--- src/rtl/ones_count_accumulator_if.sv ---
// Handshake bundle between the popcount producer, the frame accumulator and the result consumer.
// The producer/consumer side uses the master modport; the accumulator uses the slave modport.
interface ones_count_accumulator_if #(
    parameter int FRAME_LEN = 8,
    parameter int ACC_W     = 10
);
    localparam int WC_W = $clog2(FRAME_LEN + 1);

    logic [6:0]       cnt_in;
    logic             cnt_valid;
    logic             cnt_ready;
    logic             flush;
    logic [ACC_W-1:0] sum_out;
    logic [WC_W-1:0]  word_cnt;
    logic             above_thr;
    logic             overflow;
    logic             sum_valid;
    logic             sum_ready;

    modport master (
        output cnt_in, cnt_valid, flush, sum_ready,
        input  cnt_ready, sum_out, word_cnt, above_thr, overflow, sum_valid
    );

    modport slave (
        input  cnt_in, cnt_valid, flush, sum_ready,
        output cnt_ready, sum_out, word_cnt, above_thr, overflow, sum_valid
    );
endinterface

--- src/rtl/ones_count_accumulator.sv ---
// Sums per-word popcounts over a frame of FRAME_LEN words (or until flush) and holds the
// saturating total with threshold/overflow flags until the consumer takes it.
//
// state    | meaning
// ---------+----------------------------------------------------------
// ST_ACCUM | accepting counts into the accumulator, cnt_ready=1
// ST_HOLD  | frame result presented (sum_valid=1), waiting for sum_ready
module ones_count_accumulator #(
    parameter int FRAME_LEN = 8,
    parameter int ACC_W     = 10,
    parameter int THRESHOLD = 508
) (
    input  logic                     clk,
    input  logic                     rst_n,
    ones_count_accumulator_if.slave  bus
);
    localparam int WC_W = $clog2(FRAME_LEN + 1);
    localparam logic [WC_W-1:0]  FRAME_LEN_W = WC_W'(FRAME_LEN);
    localparam logic [ACC_W:0]   THR_EXT     = (ACC_W + 1)'(THRESHOLD);

    typedef enum logic {
        ST_ACCUM = 1'b0,
        ST_HOLD  = 1'b1
    } state_t;

    state_t           r_state;
    logic [ACC_W-1:0] r_acc;
    logic [WC_W-1:0]  r_words;
    logic             r_ovf;
    logic [ACC_W-1:0] r_sum_out;
    logic [WC_W-1:0]  r_word_cnt;
    logic             r_above;
    logic             r_ovf_out;

    state_t           w_state_next;
    logic [ACC_W-1:0] w_acc_next;
    logic [WC_W-1:0]  w_words_next;
    logic             w_ovf_next;
    logic             w_close;
    logic             w_above_next;
    logic [ACC_W:0]   w_sum_ext;
    logic             w_carry;

    // One extra bit on the adder exposes the carry-out used for saturation.
    assign w_sum_ext = {1'b0, r_acc} + {{(ACC_W - 6){1'b0}}, bus.cnt_in};
    assign w_carry   = w_sum_ext[ACC_W];

    always_comb begin
        w_state_next = r_state;
        w_acc_next   = r_acc;
        w_words_next = r_words;
        w_ovf_next   = r_ovf;
        w_close      = 1'b0;
        case (r_state)
            ST_ACCUM: begin
                if (bus.cnt_valid) begin
                    w_acc_next   = w_carry ? {ACC_W{1'b1}} : w_sum_ext[ACC_W-1:0];
                    w_words_next = r_words + WC_W'(1);
                    w_ovf_next   = r_ovf | w_carry;
                end
                // A word accepted together with flush belongs to the closing frame.
                if ((bus.cnt_valid && (w_words_next == FRAME_LEN_W)) ||
                    (bus.flush && (w_words_next != '0))) begin
                    w_close      = 1'b1;
                    w_state_next = ST_HOLD;
                end
            end
            ST_HOLD: begin
                if (bus.sum_ready) begin
                    w_acc_next   = '0;
                    w_words_next = '0;
                    w_ovf_next   = 1'b0;
                    w_state_next = ST_ACCUM;
                end
            end
            default: begin
                w_state_next = ST_ACCUM;
            end
        endcase
    end

    assign w_above_next = ({1'b0, w_acc_next} >= THR_EXT);

    always_ff @(posedge clk) begin
        if (!rst_n) begin
            r_state    <= ST_ACCUM;
            r_acc      <= '0;
            r_words    <= '0;
            r_ovf      <= 1'b0;
            r_sum_out  <= '0;
            r_word_cnt <= '0;
            r_above    <= 1'b0;
            r_ovf_out  <= 1'b0;
        end else begin
            r_state <= w_state_next;
            r_acc   <= w_acc_next;
            r_words <= w_words_next;
            r_ovf   <= w_ovf_next;
            if (w_close) begin
                r_sum_out  <= w_acc_next;
                r_word_cnt <= w_words_next;
                r_above    <= w_above_next;
                r_ovf_out  <= w_ovf_next;
            end
        end
    end

    assign bus.cnt_ready = (r_state == ST_ACCUM);
    assign bus.sum_valid = (r_state == ST_HOLD);
    assign bus.sum_out   = r_sum_out;
    assign bus.word_cnt  = r_word_cnt;
    assign bus.above_thr = r_above;
    assign bus.overflow  = r_ovf_out;
endmodule
--- src/flat_wrapper.sv ---
// flat-port wrapper written by rule: the top's interface ports become plain ports
module ones_count_accumulator_flat 
#(
    parameter int FRAME_LEN = 8,
    parameter int ACC_W     = 10,
    parameter int THRESHOLD = 508
)
  (clk, rst_n, bus_cnt_in, bus_cnt_valid, bus_flush, bus_sum_ready, bus_cnt_ready, bus_sum_out, bus_word_cnt, bus_above_thr, bus_overflow, bus_sum_valid);
  ones_count_accumulator_if #(.FRAME_LEN(FRAME_LEN), .ACC_W(ACC_W)) bus_i ();
  input  logic clk;
  input  logic rst_n;
  input wire logic [$bits(bus_i.cnt_in)-1:0] bus_cnt_in;
  input wire logic [$bits(bus_i.cnt_valid)-1:0] bus_cnt_valid;
  input wire logic [$bits(bus_i.flush)-1:0] bus_flush;
  input wire logic [$bits(bus_i.sum_ready)-1:0] bus_sum_ready;
  output wire logic [$bits(bus_i.cnt_ready)-1:0] bus_cnt_ready;
  output wire logic [$bits(bus_i.sum_out)-1:0] bus_sum_out;
  output wire logic [$bits(bus_i.word_cnt)-1:0] bus_word_cnt;
  output wire logic [$bits(bus_i.above_thr)-1:0] bus_above_thr;
  output wire logic [$bits(bus_i.overflow)-1:0] bus_overflow;
  output wire logic [$bits(bus_i.sum_valid)-1:0] bus_sum_valid;
  assign bus_i.cnt_in = bus_cnt_in;
  assign bus_i.cnt_valid = bus_cnt_valid;
  assign bus_i.flush = bus_flush;
  assign bus_i.sum_ready = bus_sum_ready;
  assign bus_cnt_ready = bus_i.cnt_ready;
  assign bus_sum_out = bus_i.sum_out;
  assign bus_word_cnt = bus_i.word_cnt;
  assign bus_above_thr = bus_i.above_thr;
  assign bus_overflow = bus_i.overflow;
  assign bus_sum_valid = bus_i.sum_valid;
  ones_count_accumulator #(.FRAME_LEN(FRAME_LEN), .ACC_W(ACC_W), .THRESHOLD(THRESHOLD)) u_core (.clk(clk), .rst_n(rst_n), .bus(bus_i));
endmodule
--- config.mk ---
export PLATFORM = sky130hd
export DESIGN_NAME = ones_count_accumulator_flat
export DESIGN_NICKNAME = d
export VERILOG_FILES = /design/src/rtl/ones_count_accumulator_if.sv /design/src/rtl/ones_count_accumulator.sv /design/src/flat_wrapper.sv
export SDC_FILE = /design/constraint.sdc
export NUM_CORES = 1
export LEC_CHECK = 0
export ABC_CLOCK_PERIOD_IN_PS = 2700
export CAP_MARGIN = 15
export CORE_ASPECT_RATIO = 1.5
export CORE_UTILIZATION = 41
export DETAILED_ROUTE_END_ITERATION = 6
export PLACE_DENSITY = 0.63
export SLEW_MARGIN = 20
export SYNTH_ARGS = -nofsm -noshare
export SYNTH_HDL_FRONTEND = slang
export SYNTH_SLANG_ARGS = --single-unit
--- constraint.sdc ---
create_clock -name clk -period 2.7 [get_ports clk]
set_clock_uncertainty 0.2 [all_clocks]
set_input_delay 0.27 -clock clk [delete_from_list [all_inputs] [get_ports clk]]
set_output_delay 0.27 -clock clk [all_outputs]
set_load 0.01 [all_outputs]
==> impl_results.html, run 1 <==
<table>
<tr><th>Metric</th><th>Value</th></tr>
<tr><th colspan="2">Global routing</th></tr>
<tr><td>Largest net degree at the start of global routing</td><td>31</td></tr>
<tr><td>Met1 Track Usage GR</td><td>0.2281</td></tr>
<tr><td>Met2 Track Usage GR</td><td>0.3422</td></tr>
<tr><td>Most used routing layer</td><td>met2</td></tr>
<tr><td>First-pass GRT wire length</td><td>7341 um</td></tr>
<tr><td>Number of antenna violations at the first check in global routing</td><td>0</td></tr>
<tr><td>Met3 demand-to-capacity share in global routing</td><td>0.03236</td></tr>
<tr><td>Residual overflow from global routing</td><td>0</td></tr>
<tr><td>Tot GR Track Use</td><td>0.1966</td></tr>
<tr><td>Via count of the first global-routing pass</td><td>1,634</td></tr>
<tr><th colspan="2">Finish</th></tr>
<tr><td>Final core area utilization</td><td>0.5780</td></tr>
<tr><td>Fraction of layout instances using a drive strength above 1</td><td>0.2143</td></tr>
<tr><td>Final Net Count</td><td>287</td></tr>
<tr><td>Summed area of non-filler cells in the final layout</td><td>0.002475 mm^2</td></tr>
<tr><td>Area added between synthesis and finish</td><td>32.93%</td></tr>
<tr><td>Antenna cell count</td><td>0</td></tr>
<tr><th colspan="2">Pwr</th></tr>
<tr><td>Sequential group share of total power</td><td>0.405</td></tr>
<tr><td>Maximum vdd ir drop</td><td>0.5451 mV</td></tr>
<tr><td>Internal power of the cells</td><td>926.1 uW</td></tr>
<tr><td>Leak pwr</td><td>0.001051 uW</td></tr>
<tr><td>Switching Fraction</td><td>0.3221</td></tr>
<tr><td>Proportion of power drawn by the clock network</td><td>0.252</td></tr>
<tr><td>P per Cell Area</td><td>552.1 mW/mm^2</td></tr>
<tr><td>Combinational group share of total power</td><td>0.343</td></tr>
<tr><td>Net switching power</td><td>440.1 uW</td></tr>
<tr><th colspan="2">Place</th></tr>
<tr><td>Final weighted congestion in routability-driven placement</td><td>0.8475</td></tr>
<tr><td>Port-buffer cells</td><td>29</td></tr>
<tr><td>Post-detail-place hpwl</td><td>3363 um</td></tr>
<tr><td>Placed cell area</td><td>0.002306 mm^2</td></tr>
<tr><th colspan="2">Floorplan</th></tr>
<tr><td>Core area</td><td>0.004282 mm^2</td></tr>
<tr><td>Std-Cell Rows</td><td>29</td></tr>
<tr><td>Die W</td><td>57.02 um</td></tr>
<tr><td>Top-Level Pins</td><td>30</td></tr>
<tr><td>Height of the die</td><td>84.53 um</td></tr>
<tr><td>Starting density of the core</td><td>0.4348</td></tr>
<tr><td>Die outline area</td><td>0.004820 mm^2</td></tr>
<tr><th colspan="2">Timing</th></tr>
<tr><td>Max-slew violations</td><td>0</td></tr>
<tr><td>Upper clock frequency limit</td><td>381.9 MHz</td></tr>
<tr><td>Final setup violating endpoints</td><td>0</td></tr>
<tr><td>Post-route fraction of the period consumed by the critical path</td><td>0.9699</td></tr>
<tr><td>Worst slew margin</td><td>0.6905</td></tr>
<tr><td>Final critical delay including setup and external delays</td><td>2.619 ns</td></tr>
<tr><td>Count of final hold-check violations</td><td>0</td></tr>
<tr><td>Actual slew at the worst max-slew pin</td><td>0.4603 ns</td></tr>
<tr><td>Setup_tns</td><td>0 ns</td></tr>
<tr><th colspan="2">Synth</th></tr>
<tr><td>Post-synthesis async set-or-reset flop share</td><td>0</td></tr>
<tr><td>Biggest area consumer among synthesized cells</td><td>dfxtp_1</td></tr>
<tr><td>Post-Synthesis Net Count</td><td>238</td></tr>
<tr><td>Average cell area after synthesis</td><td>8.580 um^2</td></tr>
<tr><td>YS warnings</td><td>0</td></tr>
<tr><td>Number of distinct standard cells referenced by the synthesized netlist</td><td>59</td></tr>
<tr><td>Portion of synthesized cell area occupied by the leading cell type</td><td>0.3441</td></tr>
<tr><td>Cell Area, Synth</td><td>0.001862 mm^2</td></tr>
<tr><td>Fraction of the yosys area taken by sequential cells</td><td>0.3441</td></tr>
<tr><td>Top cells by area in the synthesized netlist</td><td>dfxtp_1 34%, ha_1 5.4%, nor2_1 4.8%, a21oi_1 4.0%, and2_1 4.0%</td></tr>
<tr><td>Cell with the most instances after synthesis</td><td>dfxtp_1</td></tr>
<tr><td>Number of enable-type register cells in the synthesized netlist</td><td>0</td></tr>
<tr><td>Synth cell count leaders</td><td>32 x dfxtp_1, 24 x nor2_1, 16 x nand2_1, 15 x a21oi_1, 12 x and2_1</td></tr>
<tr><td>Number of storage elements in the synthesis netlist</td><td>32</td></tr>
<tr><td>Main synth FF type</td><td>dfxtp_1</td></tr>
<tr><td>Gate Count Post-Synth</td><td>217</td></tr>
<tr><th colspan="2">Routing</th></tr>
<tr><td>DRC violations left</td><td>4</td></tr>
<tr><td>ANT nets after route</td><td>0</td></tr>
<tr><td>Iter 0 DRT Violations</td><td>61</td></tr>
<tr><td>WL/cell</td><td>14.84 um</td></tr>
<tr><td>Aggregate routed wire length</td><td>4631 um</td></tr>
<tr><td>DR vias</td><td>1,707</td></tr>
<tr><td>TritonRoute pass-1 iters</td><td>6</td></tr>
<tr><td>Via/cell ratio</td><td>5.471</td></tr>
<tr><th colspan="2">CTS</th></tr>
<tr><td>CTS Buf Count</td><td>5</td></tr>
<tr><td>Clock root cell</td><td>clkbuf_8</td></tr>
<tr><td>TritonCTS clock tree</td><td>built</td></tr>
<tr><td>Buffer levels on the longest clock path</td><td>2</td></tr>
<tr><td>Count of hold-fix buffers inserted at cts</td><td>0</td></tr>
<tr><td>Clock sink total</td><td>32</td></tr>
<tr><td>Clk slew on worst S/H paths</td><td>0.06 ns</td></tr>
<tr><td>Number of H-tree branching levels</td><td>2</td></tr>
<tr><td>Clk Latency, worst-skew pair</td><td>0.28 ns</td></tr>
<tr><th colspan="2">Critical path</th></tr>
<tr><td>Reg2reg start</td><td>u_core.r_acc[0]</td></tr>
<tr><td>Worst setup path start</td><td>u_core.r_acc[0]</td></tr>
<tr><td>Critical path endpoint category</td><td>flip-flop</td></tr>
<tr><td>Critical path launch point type</td><td>flip-flop</td></tr>
<tr><td>Data required time at the worst endpoint</td><td>2.70 ns</td></tr>
<tr><td>Maximum fanout count along the critical path</td><td>3</td></tr>
<tr><td>Data arrival time of the worst path</td><td>2.62 ns</td></tr>
<tr><td>Type of the worst setup path</td><td>reg -&gt; reg</td></tr>
<tr><th colspan="2">Status</th></tr>
<tr><td>Failing checks</td><td>design-rule violations</td></tr>
<tr><td>Outcome</td><td>finished, violations left</td></tr>
<tr><th colspan="2">Run</th></tr>
<tr><td>Max-cap violations</td><td>0</td></tr>
<tr><th colspan="2">Min path</th></tr>
<tr><td>Path class of the lowest-slack min-delay path</td><td>reg -&gt; reg</td></tr>
<tr><td>Hold wc startpoint</td><td>u_core.bus.sum_out[7]</td></tr>
</table>
power groups by stage:
stage,logic [uW],registers [uW],clock network [uW]
3_5_place_dp,446,562,0
5_1_grt,513,560,374
2_1_floorplan,264,568,0
4_1_cts,451,552,354
3_3_place_gp,444,563,0
6_report,469,553,344
state kept, by name, indices dropped and copies added, names as in the netlist:
register / cells
u_core.bus.sum_out: 10
u_core.r_acc: 10
u_core.bus.word_cnt: 4
u_core.r_words: 4
u_core.bus.above_thr: 1
u_core.bus.overflow: 1
u_core.bus.sum_valid: 1
u_core.r_ovf: 1
cells in the final DEF (no fill, tap or decap), types with 2 or more instances in the layout:
cell	netlist	routed
a21o_1	3	3
xor2_1	4	4
and2_1	12	12
clkdlybuf4s50_1	0	27
a31oi_1	2	2
clkbuf_8	0	5
nor2b_1	6	5
inv_1	7	5
inv_2	0	2
nand2_1	16	16
o21ai_1	2	3
nor2_1	24	24
o211ai_1	3	3
nand4_1	4	4
nor3b_1	5	5
o211a_1	3	3
dfxtp_1	32	31
o221a_2	2	2
mux2i_1	2	2
xnor2_1	3	3
o22ai_1	2	2
ha_1	8	7
o21ai_0	8	6
a21oi_1	15	15
o21a_2	2	2
buf_4	3	25
o21a_1	3	3
a211oi_1	3	3
nor3_1	4	3
dlymetal6s2s_1	0	2
layer usage:
metal  part of all wire  vias up
met4              0.027        0
met1               0.42      779
met3              0.035        9
li1                   -      883
met5                  0        -
met2               0.51       36
kinds of logic after synthesis:
family / synth area share
multiplexers: 0.01075
AND/OR/NAND/NOR: 0.2191
flip-flops: 0.3441
XOR/XNOR: 0.03293
buffers and inverters: 0.04704
adder cells (fa/ha/maj): 0.06452
AO/OA/AOI/OAI: 0.2816
layout make-up:
type,instances,area [um^2]
clock inverters,2,12.51
well taps,46,57.56
clock buffers,5,68.82
fillers,409,1807
flip-flops and latches,32,641.9
multi-input cells,166,1185
inverters,7,26.28
repair buffers,54,483.0
what timing repair did:
item / 4_1_cts / 5_1_grt
buffers inserted: 0 / 4
resized for setup: 1 / 16
setup endpoints to repair: 1 / 2
pin swaps: 1 / 8
endpoints found under the hold margin: 0 / 0
critical path: stages (launching register included):
cell	delay, ns
dfxtp_2	0.35
ha_4	0.14
inv_2	0.04
fa_2	0.38
nor2b_4	0.16
o31a_4	0.17
o221ai_4	0.12
a311oi_2	0.27
a21oi_2	0.07
or3_4	0.41
o31ai_4	0.23
worst paths after layout:
check	slack (ns)	depth (start not counted)	endpoint
min reg2reg	0.25	2	u_core.bus.sum_out[7]
max reg2reg	0.08	10	u_core.bus.above_thr
min	0.25	2	u_core.bus.sum_out[7]
max	0.08	10	u_core.bus.above_thr
through the flow:
stage | total power (uW) | hold slack [ns] | instances | setup WS, ns
6_report | 1366 | 0.2548 | 312 | 0.08118
5_1_grt | 1446 | 0.2804 | 312 | -0.03308
4_1_cts | 1358 | 0.2594 | 308 | 0.03337
3_5_place_dp | 1008 | 0.2480 | 301 | -0.3016
3_3_place_gp | 1006 | 0.2457 | 301 | -0.2579
2_1_floorplan | 831.9 | 0.2273 | 217 | 0.2292
Power figures use the tool's default switching activity.
==> inputs of run 2 (changes only) <==
- ABC_AREA: not set -> 1
==> run 2 against run 1 <==
Net effect: the flow still finishes with violations (design-rule violations); synthesized cell count grew 28%; area after synthesis grew 3.8%; register-to-register slack better by 0.22 ns; sequential share of layout area increased by 0.50 points; cell area fell by 2.1%; clock-buffer cell count is 1 higher; worst hold slack improved by 0.049 ns.
==> impl_results.html, run 2 <==
<table>
<tr><th>Metric</th><th>Value</th></tr>
<tr><th colspan="2">Critical path</th></tr>
<tr><td>R2r setup slk</td><td>0.30 ns (+0.22 ns)</td></tr>
<tr><td>FF-to-FF path depth</td><td>16 (+6)</td></tr>
<tr><td>Critical path endpoint category</td><td>flip-flop</td></tr>
<tr><td>Reg2reg start</td><td>u_core.r_acc[0]</td></tr>
<tr><td>Critical path launch point type</td><td>input pin</td></tr>
<tr><td>Maximum fanout count along the critical path</td><td>6 (+3)</td></tr>
<tr><td>Worst reg2reg endpoint</td><td>u_core.bus.above_thr</td></tr>
<tr><td>Data arrival time of the worst path</td><td>2.50 ns (-0.12 ns)</td></tr>
<tr><td>Data required time at the worst endpoint</td><td>2.70 ns (about the same)</td></tr>
<tr><td>Type of the worst setup path</td><td>in -&gt; reg</td></tr>
<tr><th colspan="2">Min path</th></tr>
<tr><td>Hold path depth</td><td>2 (unchanged)</td></tr>
<tr><td>Capture endpoint of the worst hold path</td><td>u_core.bus.sum_out[5]</td></tr>
<tr><td>Path class of the lowest-slack min-delay path</td><td>reg -&gt; reg</td></tr>
<tr><td>Hold wc startpoint</td><td>u_core.bus.sum_out[5]</td></tr>
<tr><th colspan="2">Global routing</th></tr>
<tr><td>Via count of the first global-routing pass</td><td>1,596 (-2.3%)</td></tr>
<tr><td>Tot GR Track Use</td><td>0.1888 (-0.007750)</td></tr>
<tr><td>Number of antenna violations at the first check in global routing</td><td>0 (unchanged)</td></tr>
<tr><td>Largest net degree at the start of global routing</td><td>32 (+3.2%)</td></tr>
<tr><td>First-pass GRT wire length</td><td>7196 um (-2.0%)</td></tr>
<tr><td>Residual overflow from global routing</td><td>0 (unchanged)</td></tr>
<tr><th colspan="2">Place</th></tr>
<tr><td>Worst-case setup slack after placement</td><td>-0.08247 ns (+0.2191 ns)</td></tr>
<tr><td>Final weighted congestion in routability-driven placement</td><td>0.8963 (+5.8%)</td></tr>
<tr><td>Post-detail-place hpwl</td><td>3363 um (about the same)</td></tr>
<tr><td>Port-buffer cells</td><td>29 (unchanged)</td></tr>
<tr><th colspan="2">Pwr</th></tr>
<tr><td>P per Cell Area</td><td>545.0 mW/mm^2 (-1.3%)</td></tr>
<tr><td>Maximum vdd ir drop</td><td>0.3213 mV (-41%)</td></tr>
<tr><td>Leak pwr</td><td>0.001178 uW (+12%)</td></tr>
<tr><th colspan="2">Synth</th></tr>
<tr><td>Biggest area consumer among synthesized cells</td><td>dfxtp_1</td></tr>
<tr><td>Main synth FF type</td><td>dfxtp_1</td></tr>
<tr><td>Number of distinct standard cells referenced by the synthesized netlist</td><td>36 (-39%)</td></tr>
<tr><td>Average cell area after synthesis</td><td>6.954 um^2 (-19%)</td></tr>
<tr><td>Top cells by area in the synthesized netlist</td><td>dfxtp_1 33%, nand2_1 14%, inv_1 8.3%, nor2_1 5.2%, ha_1 5.2%</td></tr>
<tr><td>Gate Count Post-Synth</td><td>278 (+28%)</td></tr>
<tr><td>Cell with the most instances after synthesis</td><td>nand2_1</td></tr>
<tr><td>Fraction of the yosys area taken by sequential cells</td><td>0.3314 (-0.01269)</td></tr>
<tr><td>Number of enable-type register cells in the synthesized netlist</td><td>0 (unchanged)</td></tr>
<tr><td>Post-synthesis async set-or-reset flop share</td><td>0 (unchanged)</td></tr>
<tr><td>Number of storage elements in the synthesis netlist</td><td>32 (unchanged)</td></tr>
<tr><td>YS warnings</td><td>0 (unchanged)</td></tr>
<tr><td>Portion of synthesized cell area occupied by the leading cell type</td><td>0.3314 (-0.01269)</td></tr>
<tr><td>Post-Synthesis Net Count</td><td>299 (+26%)</td></tr>
<tr><td>Synth cell count leaders</td><td>71 x nand2_1, 43 x inv_1, 32 x dfxtp_1, 27 x nor2_1, 18 x nand3_1</td></tr>
<tr><td>Cell Area, Synth</td><td>0.001933 mm^2 (+3.8%)</td></tr>
<tr><th colspan="2">Timing</th></tr>
<tr><td>Count of final hold-check violations</td><td>0 (unchanged)</td></tr>
<tr><td>Unrepaired setup endpoints after global routing</td><td>no</td></tr>
<tr><td>Post-route fraction of the period consumed by the critical path</td><td>0.9259 (-0.04404)</td></tr>
<tr><td>Actual slew at the worst max-slew pin</td><td>0.5750 ns (+0.1147 ns)</td></tr>
<tr><td>Max-slew violations</td><td>0 (unchanged)</td></tr>
<tr><td>Upper clock frequency limit</td><td>400.0 MHz (+4.8%)</td></tr>
<tr><td>Final setup violating endpoints</td><td>0 (unchanged)</td></tr>
<tr><td>Slack of the critical path</td><td>0.2001 ns (+0.1189 ns)</td></tr>
<tr><td>Worst slew margin</td><td>0.6143 (-0.07618)</td></tr>
<tr><td>Final critical delay including setup and external delays</td><td>2.500 ns (-0.1189 ns)</td></tr>
<tr><th colspan="2">Run</th></tr>
<tr><td>Max-cap violations</td><td>0 (unchanged)</td></tr>
<tr><th colspan="2">Finish</th></tr>
<tr><td>Commonest cells after routing, fill and taps aside</td><td>71 x nand2_1, 43 x inv_1, 32 x dfxtp_1</td></tr>
<tr><td>Most frequent standard cell in the layout excluding fill and tap cells</td><td>nand2_1</td></tr>
<tr><td>Antenna cell count</td><td>0 (unchanged)</td></tr>
<tr><td>Final Net Count</td><td>337 (+17%)</td></tr>
<tr><td>Final core area utilization</td><td>0.5336 (-0.04442)</td></tr>
<tr><td>Area added between synthesis and finish</td><td>25.37%</td></tr>
<tr><td>Number of fill cells</td><td>480 (+17%)</td></tr>
<tr><td>Fraction of layout instances using a drive strength above 1</td><td>0.1199 (-0.09441)</td></tr>
<tr><th colspan="2">Routing</th></tr>
<tr><td>Aggregate routed wire length</td><td>4329 um (-6.5%)</td></tr>
<tr><td>DRC violations left</td><td>1 (-3)</td></tr>
<tr><td>DR vias</td><td>1,750 (+2.5%)</td></tr>
<tr><td>ANT nets after route</td><td>0 (unchanged)</td></tr>
<tr><td>Iter 0 DRT Violations</td><td>63 (+3.3%)</td></tr>
<tr><td>WL/cell</td><td>11.36 um (-23%)</td></tr>
<tr><td>Via/cell ratio</td><td>4.593 (-16%)</td></tr>
<tr><td>TritonRoute pass-1 iters</td><td>6 (unchanged)</td></tr>
<tr><th colspan="2">Floorplan</th></tr>
<tr><td>Core area</td><td>0.004542 mm^2 (+6.1%)</td></tr>
<tr><td>Top-Level Pins</td><td>30 (unchanged)</td></tr>
<tr><td>Die W</td><td>58.07 um (+1.8%)</td></tr>
<tr><td>Std-Cell Rows</td><td>30 (+3.4%)</td></tr>
<tr><td>Starting density of the core</td><td>0.4256 (-0.009214)</td></tr>
<tr><td>Height of the die</td><td>86.10 um (+1.9%)</td></tr>
<tr><td>Die outline area</td><td>0.004999 mm^2 (+3.7%)</td></tr>
<tr><th colspan="2">Status</th></tr>
<tr><td>Outcome</td><td>finished, violations left</td></tr>
<tr><td>Failing checks</td><td>design-rule violations</td></tr>
<tr><th colspan="2">CTS</th></tr>
<tr><td>TritonCTS clock tree</td><td>built</td></tr>
<tr><td>Count of hold-fix buffers inserted at cts</td><td>0 (unchanged)</td></tr>
<tr><td>Clk Latency, worst-skew pair</td><td>0.28 ns (about the same)</td></tr>
<tr><td>CTS Buf Count</td><td>5 (unchanged)</td></tr>
<tr><td>Number of H-tree branching levels</td><td>2 (unchanged)</td></tr>
<tr><td>Clock sink total</td><td>32 (unchanged)</td></tr>
<tr><td>Clk slew on worst S/H paths</td><td>0.07 ns (about the same)</td></tr>
<tr><td>Clock root cell</td><td>clkbuf_8</td></tr>
<tr><td>Buffer levels on the longest clock path</td><td>2 (unchanged)</td></tr>
</table>
[run 2: cell count changes in the layout (fill, tap and decap cells not counted), moves of 4 or more]
cell     previous run  this run
and2_1             12         1
buf_4              25        10
inv_1               5        43
nand2_1            16        71
nand2_2             0         4
nand3_1             1        18
nor2b_1             5         0
nor3b_1             5         0
[run 2: routing by layer]
metal  GRT usage  vias to the layer above  share of wire
met5           0                        -              0
met4      0.1126                        0          0.036
met3     0.03922                       12          0.034
met2      0.2915                       30           0.46
met1      0.2386                      748           0.47
li1            -                      960              -
[run 2: cell families after synthesis]
group	share of synthesized area
AO/OA/AOI/OAI	0.1586
XOR/XNOR	0.02136
AND/OR/NAND/NOR	0.3023
adder cells (fa/ha/maj)	0.06214
buffers and inverters	0.1243
flip-flops	0.3314
[run 2: worst max-delay path by stage]
stage                               start              endpoint  slack (ns)  depth (start not counted)
after floorplan           u_core.r_acc[0]  u_core.bus.above_thr        0.53                         16
after global placement      bus_cnt_in[0]  u_core.bus.above_thr       -0.02                         16
after detailed placement    bus_cnt_in[0]  u_core.bus.above_thr       -0.08                         17
after CTS                   bus_cnt_in[0]  u_core.bus.above_thr        0.22                         17
after global routing        bus_cnt_in[0]  u_core.bus.above_thr       0.004                         17
final                       bus_cnt_in[0]  u_core.bus.above_thr        0.20                         17
[run 2: through the flow]
stage               cell area [um^2]  setup TNS (ns)  cells  hold WS, ns  total power [uW]
floorplan                       1933               0    278       0.2118             814.6
global placement                2327        -0.01637    372       0.2871             962.1
detailed placement              2327         -0.1061    372       0.2878             964.1
CTS                             2416               0    380       0.3095              1336
global route                    2424               0    381       0.3332              1408
finish                          2424               0    381       0.3040              1321
[run 2: cell type report]
cell class / instances / area, um^2 / area share
sequential: 32 / 640.6 / 0.2643
clock inverter: 2 / 16.27 / 0.006711
timing repair buffer: 40 / 385.4 / 0.1590
inverter: 47 / 176.4 / 0.07279
tap: 64 / 80.08 / 0.03304
clock buffer: 6 / 72.57 / 0.02994
multi-input combinational: 190 / 1052 / 0.4342
[run 2: worst max-delay path, cell delays in order]
cell and delay (ns):
clkdlybuf4s50_1 0.46, ha_1 0.20, inv_1 0.07, fa_1 0.37, inv_1 0.06, nand2_1 0.06
nand2_1 0.07, nand3_1 0.08, nand2_2 0.15, nand2_4 0.08, nand2_1 0.08, nand2_1 0.04
o21ai_0 0.10, nand2_1 0.12, nor2_1 0.11, nand2_1 0.07, a21oi_2 0.10
[run 2: where the power goes]
group | total, uW | internal [uW] | switching, uW | leakage (uW)
Sequential | 550 | 519 | 31.6 | 0.000263
Combinational | 404 | 184 | 220 | 0.000874
Clock | 367 | 183 | 184 | 0.0000414
[run 2: timing repair]
| item | in CTS | in global routing |
|---|---|---|
| setup endpoints to repair | 0 | 1 |
| buffers inserted | 0 | 1 |
| gates resized for setup | 0 | 0 |
==> RTL edit 1, RTL diff (settings of run 1) <==
`r_words` no longer has a reset.
--- a/src/rtl/ones_count_accumulator.sv
+++ b/src/rtl/ones_count_accumulator.sv
@@ -85,7 +85,6 @@
         if (!rst_n) begin
             r_state    <= ST_ACCUM;
             r_acc      <= '0;
-            r_words    <= '0;
             r_ovf      <= 1'b0;
             r_sum_out  <= '0;
             r_word_cnt <= '0;
@@ -94,7 +93,6 @@
         end else begin
             r_state <= w_state_next;
             r_acc   <= w_acc_next;
-            r_words <= w_words_next;
             r_ovf   <= w_ovf_next;
             if (w_close) begin
                 r_sum_out  <= w_acc_next;
@@ -105,6 +103,10 @@
         end
     end
 
+    always_ff @(posedge clk) begin
+        r_words <= w_words_next;
+    end
+
     assign bus.cnt_ready = (r_state == ST_ACCUM);
     assign bus.sum_valid = (r_state == ST_HOLD);
     assign bus.sum_out   = r_sum_out;
Function: changed (Yosys sat finds a counterexample within 4 cycles, from zero or initial values and one cycle with rst_n low).
==> RTL edit 1 against run 1 <==
Worst hold slack improved by 0.0069 ns. Synthesized cell count decreased by 7.4%. Sequential cell count unchanged. Design area increased by 1.3%. Cell count decreased by 1.3%. Area after synthesis decreased by 5.2%. Global-route usage increased by 1.7 points. Critical path type unchanged. Critical path depth increased by 1. Routed wire length increased by 0.39%. Count of clock-buffer cells in the layout increased by 1. Setup slack got worse by 0.012 ns.
Power is not compared: it rests on default switching activity, and its combinational part moved more than twofold at a synthesized area within 25%.
==> RTL edit 1: results (changes against run 1) <==
Outcome
The flow ran to the end, and the final reports show no timing, DRC or antenna violations.

Clock tree
The number of buffers created by CTS is 5 (unchanged). The largest buffer count on any clock path is 2 (unchanged).

Critical path
The delay contributed by the slowest stage of the critical path came to 0.36 ns (-0.05 ns). The worst setup path startpoint is u_core.r_acc[0]. The maximum fanout along the worst path came to 4 (+1). The logic depth of the worst register-to-register path is 11 (+1). The worst endpoint data arrival time is 2.60 ns (-0.02 ns). Following the worst setup path forward leads to its endpoint at u_core.bus.sum_out[8]. The highest-delay cell along the critical path is dfxtp_4.

Yosys
In the synthesized netlist, the cells that appear most often are 32 x dfxtp_1, 32 x nor2_1, 16 x a21oi_1, 11 x inv_1, 9 x a211oi_1. The share of flip-flops with an asynchronous set or reset after synthesis is 0% (unchanged). The synthesized instance count is 201 (-7.4%). The number of library cell types mapped by synthesis was 53 (-10%). By area the synthesized netlist is led by dfxtp_1 36%, nor2_1 6.8%, ha_1 5.7%.

The net count after synthesis is 222 (-6.7%). The sequential cell area fraction in the yosys report is 36.3% (+1.9 points).

Layout
The count of non-filler cells in the finished layout came to 308 (-1.3%). The share of final-layout standard cells stronger than drive strength 1 is 23.2% (+1.8 points). The number of filler cells placed in the layout is 326 (-20%). The number of antenna cells inserted is 0 (unchanged). The total number of nets in the final design is 284 (-1.0%).

STA
The worst slack on hold paths is 0.262 ns (+0.00694 ns). The worst slew slack as a fraction of its limit is 54.4% (-15 points).

Global route
The wire length of the first global-routing pass is 7630 microns (+4.0%). The routing usage on met3 came to 4.36% (+1.1 points). The met1 track demand over resource was 24.0% (+1.2 points).

The global routing usage summed across all routing layers is 21.4% (+1.7 points). The pin count of the biggest net entering global routing is 27 (-13%). The met2 track utilization from global routing was 38.1% (+3.8 points).

Power and ir drop
The maximum VDD drop is 0.755 mV. Summed over all cells, the static leakage comes to 0.986 nW. The combinational group share of total power is 50.7%.

In this run switching power makes up a little under two fifths of total power.

Floorplan
The number of standard-cell rows in the floorplan is 28 (-3.4%).

Hold path
The capture endpoint of the worst hold path is u_core.bus.sum_out[9]. The cell count of the worst hold path was 1 (-1). The source of the worst hold timing path is u_core.bus.sum_out[9].

Drt
The via count is 1740 (+1.9%). The initial DRC count came to 65 (+6.6%). The first-pass iteration count of the detailed router is 4 (-2). The routed length per instance is 15.1 microns (+1.7%).

Placement
The instance count after placement with tap cells included is 298 (-1.0%). The detailed placer's ending HPWL was 3430 microns (+2.0%). The placer congestion estimate came to 0.870 (+2.6%).
==> RTL edit 1: kinds of logic (layout without fill, tap and decap cells) <==
group / count (synthesis) / after routing / share of synthesized area [%]
xor gates and xnor gates: 7 / 7 / 3.48
adders and majority gates: 9 / 9 / 6.81
muxes: 8 / 8 / 4.61
DFF: 32 / 32 / 36.3
buffers and inverters: 19 / 81 / 4.82
AOI/OAI and AO/OA: 63 / 63 / 26.1
and+or+nand+nor: 63 / 63 / 17.9
==> RTL edit 1: metal layers <==
layer  part of all wire [%]  wire length (microns)  vias to the layer above
li1                       -                      -                      857
met5                      0                      0                        -
met2                     51                   2380                       42
met3                    2.9                    137                       10
met4                    2.6                    120                        0
met1                     43                   2020                      831
==> RTL edit 1: what timing repair did <==
item / CTS / global route
hold endpoints to repair: 0 / 0
setup buffers: 2 / 1
pin swaps: 6 / 6
resized for setup: 14 / 4
setup endpoints to repair: 7 / 4
==> RTL edit 1: through the flow <==
stage	util (%)	worst slack (ns)	TNS, ns	power [mW]	cell area, sq um
after global routing	62.2	-0.0236	-0.0342	2.32	2510
final	62.2	0.0696	0	2.16	2510
after detailed placement	57.7	-0.492	-5.27	1.79	2320
after global placement	57.7	-0.439	-4.98	1.76	2320
after floorplan	-	0.124	0	1.34	1760
after CTS	61.4	-0.0276	-0.0276	2.16	2470
==> RTL edit 1: area by class of cell <==
cell class / instances / area, sq um / share of cell area, %
multi-input combinational: 150 / 1120 / 44.6
clock buffer: 6 / 72.6 / 2.90
clock inverter: 1 / 5.00 / 0.200
sequential: 32 / 644 / 25.7
tap: 45 / 56.3 / 2.25
inverter: 11 / 41.3 / 1.65
timing repair buffer: 63 / 568 / 22.7
==> RTL edit 2, RTL diff (flow settings as in run 1) <==
Without the edit above. `FRAME_LEN` is set to 8 in 3 places; all go to 16.
--- a/src/rtl/ones_count_accumulator_if.sv
+++ b/src/rtl/ones_count_accumulator_if.sv
@@ -1,7 +1,7 @@
 // Handshake bundle between the popcount producer, the frame accumulator and the result consumer.
 // The producer/consumer side uses the master modport; the accumulator uses the slave modport.
 interface ones_count_accumulator_if #(
-    parameter int FRAME_LEN = 8,
+    parameter int FRAME_LEN = 16,
     parameter int ACC_W     = 10
 );
     localparam int WC_W = $clog2(FRAME_LEN + 1);
--- a/src/rtl/ones_count_accumulator.sv
+++ b/src/rtl/ones_count_accumulator.sv
@@ -6,7 +6,7 @@
 // ST_ACCUM | accepting counts into the accumulator, cnt_ready=1
 // ST_HOLD  | frame result presented (sum_valid=1), waiting for sum_ready
 module ones_count_accumulator #(
-    parameter int FRAME_LEN = 8,
+    parameter int FRAME_LEN = 16,
     parameter int ACC_W     = 10,
     parameter int THRESHOLD = 508
 ) (
--- a/src/flat_wrapper.sv
+++ b/src/flat_wrapper.sv
@@ -1,7 +1,7 @@
 // flat-port wrapper written by rule: the top's interface ports become plain ports
 module ones_count_accumulator_flat 
 #(
-    parameter int FRAME_LEN = 8,
+    parameter int FRAME_LEN = 16,
     parameter int ACC_W     = 10,
     parameter int THRESHOLD = 508
 )
Ports: changed (resized bus_word_cnt); port bits go from 30 to 31. The function was not compared with the original's and may differ.
==> RTL edit 2 against run 1 <==
Routed wire length rose by 5.0%. Power rose by 6.5%. Setup slack improved by 0.13 ns. Area after synthesis rose by 6.4%. Sequential cell count rose by 2. Sequential share of layout area rose by 0.92 points. Maximum frequency rose by 5.2%. Design area rose by 2.4%. Utilization fell by 2.4 points. Clock power rose by 11%. Critical path type is now in -> reg. Highest routed layer unchanged.
==> RTL edit 2: results (changes against run 1) <==
Outcome
The flow ran to the end, and the final reports show no timing, DRC or antenna violations.

Layout
The fraction of area in clock buffers and inverters is 3.60% (+0.32 points). The share of final layout cell area taken by non-clock buffers is 17.7% (-1.8 points). The count of buffers not belonging to the clock network in the layout is 48 (-11%).

The sequential standard cell area is 681 sq um (+6.0%). The number of filler cells placed in the layout came to 438 (+7.1%). The number of non-clock inverters came to 8 (+1).

The multi-input combinational gate total is 179 (+7.8%). The count of clock buffers in the final design was 7 (+2). The share of final-layout standard cells stronger than drive strength 1 is 14.1% (-7.3 points).

The count of non-filler cells in the finished layout is 341 (+9.3%). The fraction of area in multi-input gates is 47.5% (-0.34 points). The layout-stage area growth over the synthesis result is 28.0%. The total number of nets in the final design came to 297 (+3.5%).

Hold path
The capture endpoint of the worst hold path is u_core.bus.sum_out[9]. The startpoint identified for the worst hold timing path is u_core.bus.sum_out[9].

Drt
The first-pass iteration count of the detailed router was 4 (-2). The initial DRC count was 87 (+43%). The final wirelength came to 4860 microns (+5.0%).

The via density per instance is 5.28 (-3.6%).

Clock tree
The post-CTS resize count came to 0 (-1).

Placement
The instance count after placement with tap cells included is 333 (+11%). The number of I/O port buffers is 30 (+3.4%). The worst slack at placement was -0.0862 ns (+0.215 ns). The total placed instance area is 2440 sq um (+6.0%).

The placer congestion estimate is 0.858 (+1.2%).

Critical path
The setup slack of the most critical reg-to-reg path is 0.26 ns (+0.18 ns). The worst setup path startpoint is bus_cnt_in[0]. The maximum fanout along the worst path was 4 (+1).

Global route
The via count of the first global-routing pass is 1782 (+9.1%). The global routing usage summed across all routing layers is 21.5% (+1.8 points). The pin count of the biggest net entering global routing is 20 (-35%).

Yosys
The synthesized-area fraction occupied by adder cells came to 6.06% (-0.39 points). Yosys attributes the largest share of cell area to dfxtp_1 34%, mux2i_1 6.1%, nor2_1 6.1%. The mux contribution to synthesized area is 6.63% (+5.6 points).

Sorting the synthesized cells by how often they occur yields 34 x dfxtp_1, 32 x nor2_1, 19 x a21oi_1, 17 x nand2_1. The synthesized area per cell is 8.57 sq um (about the same). The fraction of synthesized cell area in xor and xnor cells is 3.54% (+0.24 points). The synthesized-area fraction occupied by ao, oa, aoi and oai cells is 22.9% (-5.2 points). The net count after synthesis came to 252 (+5.9%).

STA
The worst slack on hold paths came to 0.285 ns (+0.0301 ns).
## RTL edit 2: cell types whose count changed after synthesis, moves of 3 or more
cell,run 1,this run
mux2i_1,2,12
nor2_1,24,32
nor2b_1,6,0
nor3b_1,5,0
a21oi_1,15,19
o21ai_0,8,12
and2_1,12,9
buf_2,4,1
## RTL edit 2: where the power goes
group / internal, mW / total [mW] / switching (mW)
logic: 0.242 / 0.486 / 0.244
registers: 0.546 / 0.586 / 0.0401
clock network: 0.206 / 0.383 / 0.178
## RTL edit 2: critical path, cell delays in order
cell	delay, ns
clkdlybuf4s50_1	0.46
ha_1	0.16
inv_1	0.05
fa_1	0.40
nor2b_2	0.18
o31ai_4	0.10
a21oi_4	0.16
o31ai_1	0.13
nor4bb_1	0.31
nand4_1	0.13
a21oi_1	0.15
## RTL edit 2: routing by layer
metal,global-route usage (%),vias to the layer above,wire length (microns)
met5,0,-,0
met2,38.2,32,2610
met1,24.2,843,1990
met4,10.2,0,118
li1,-,911,-
met3,3.57,13,141
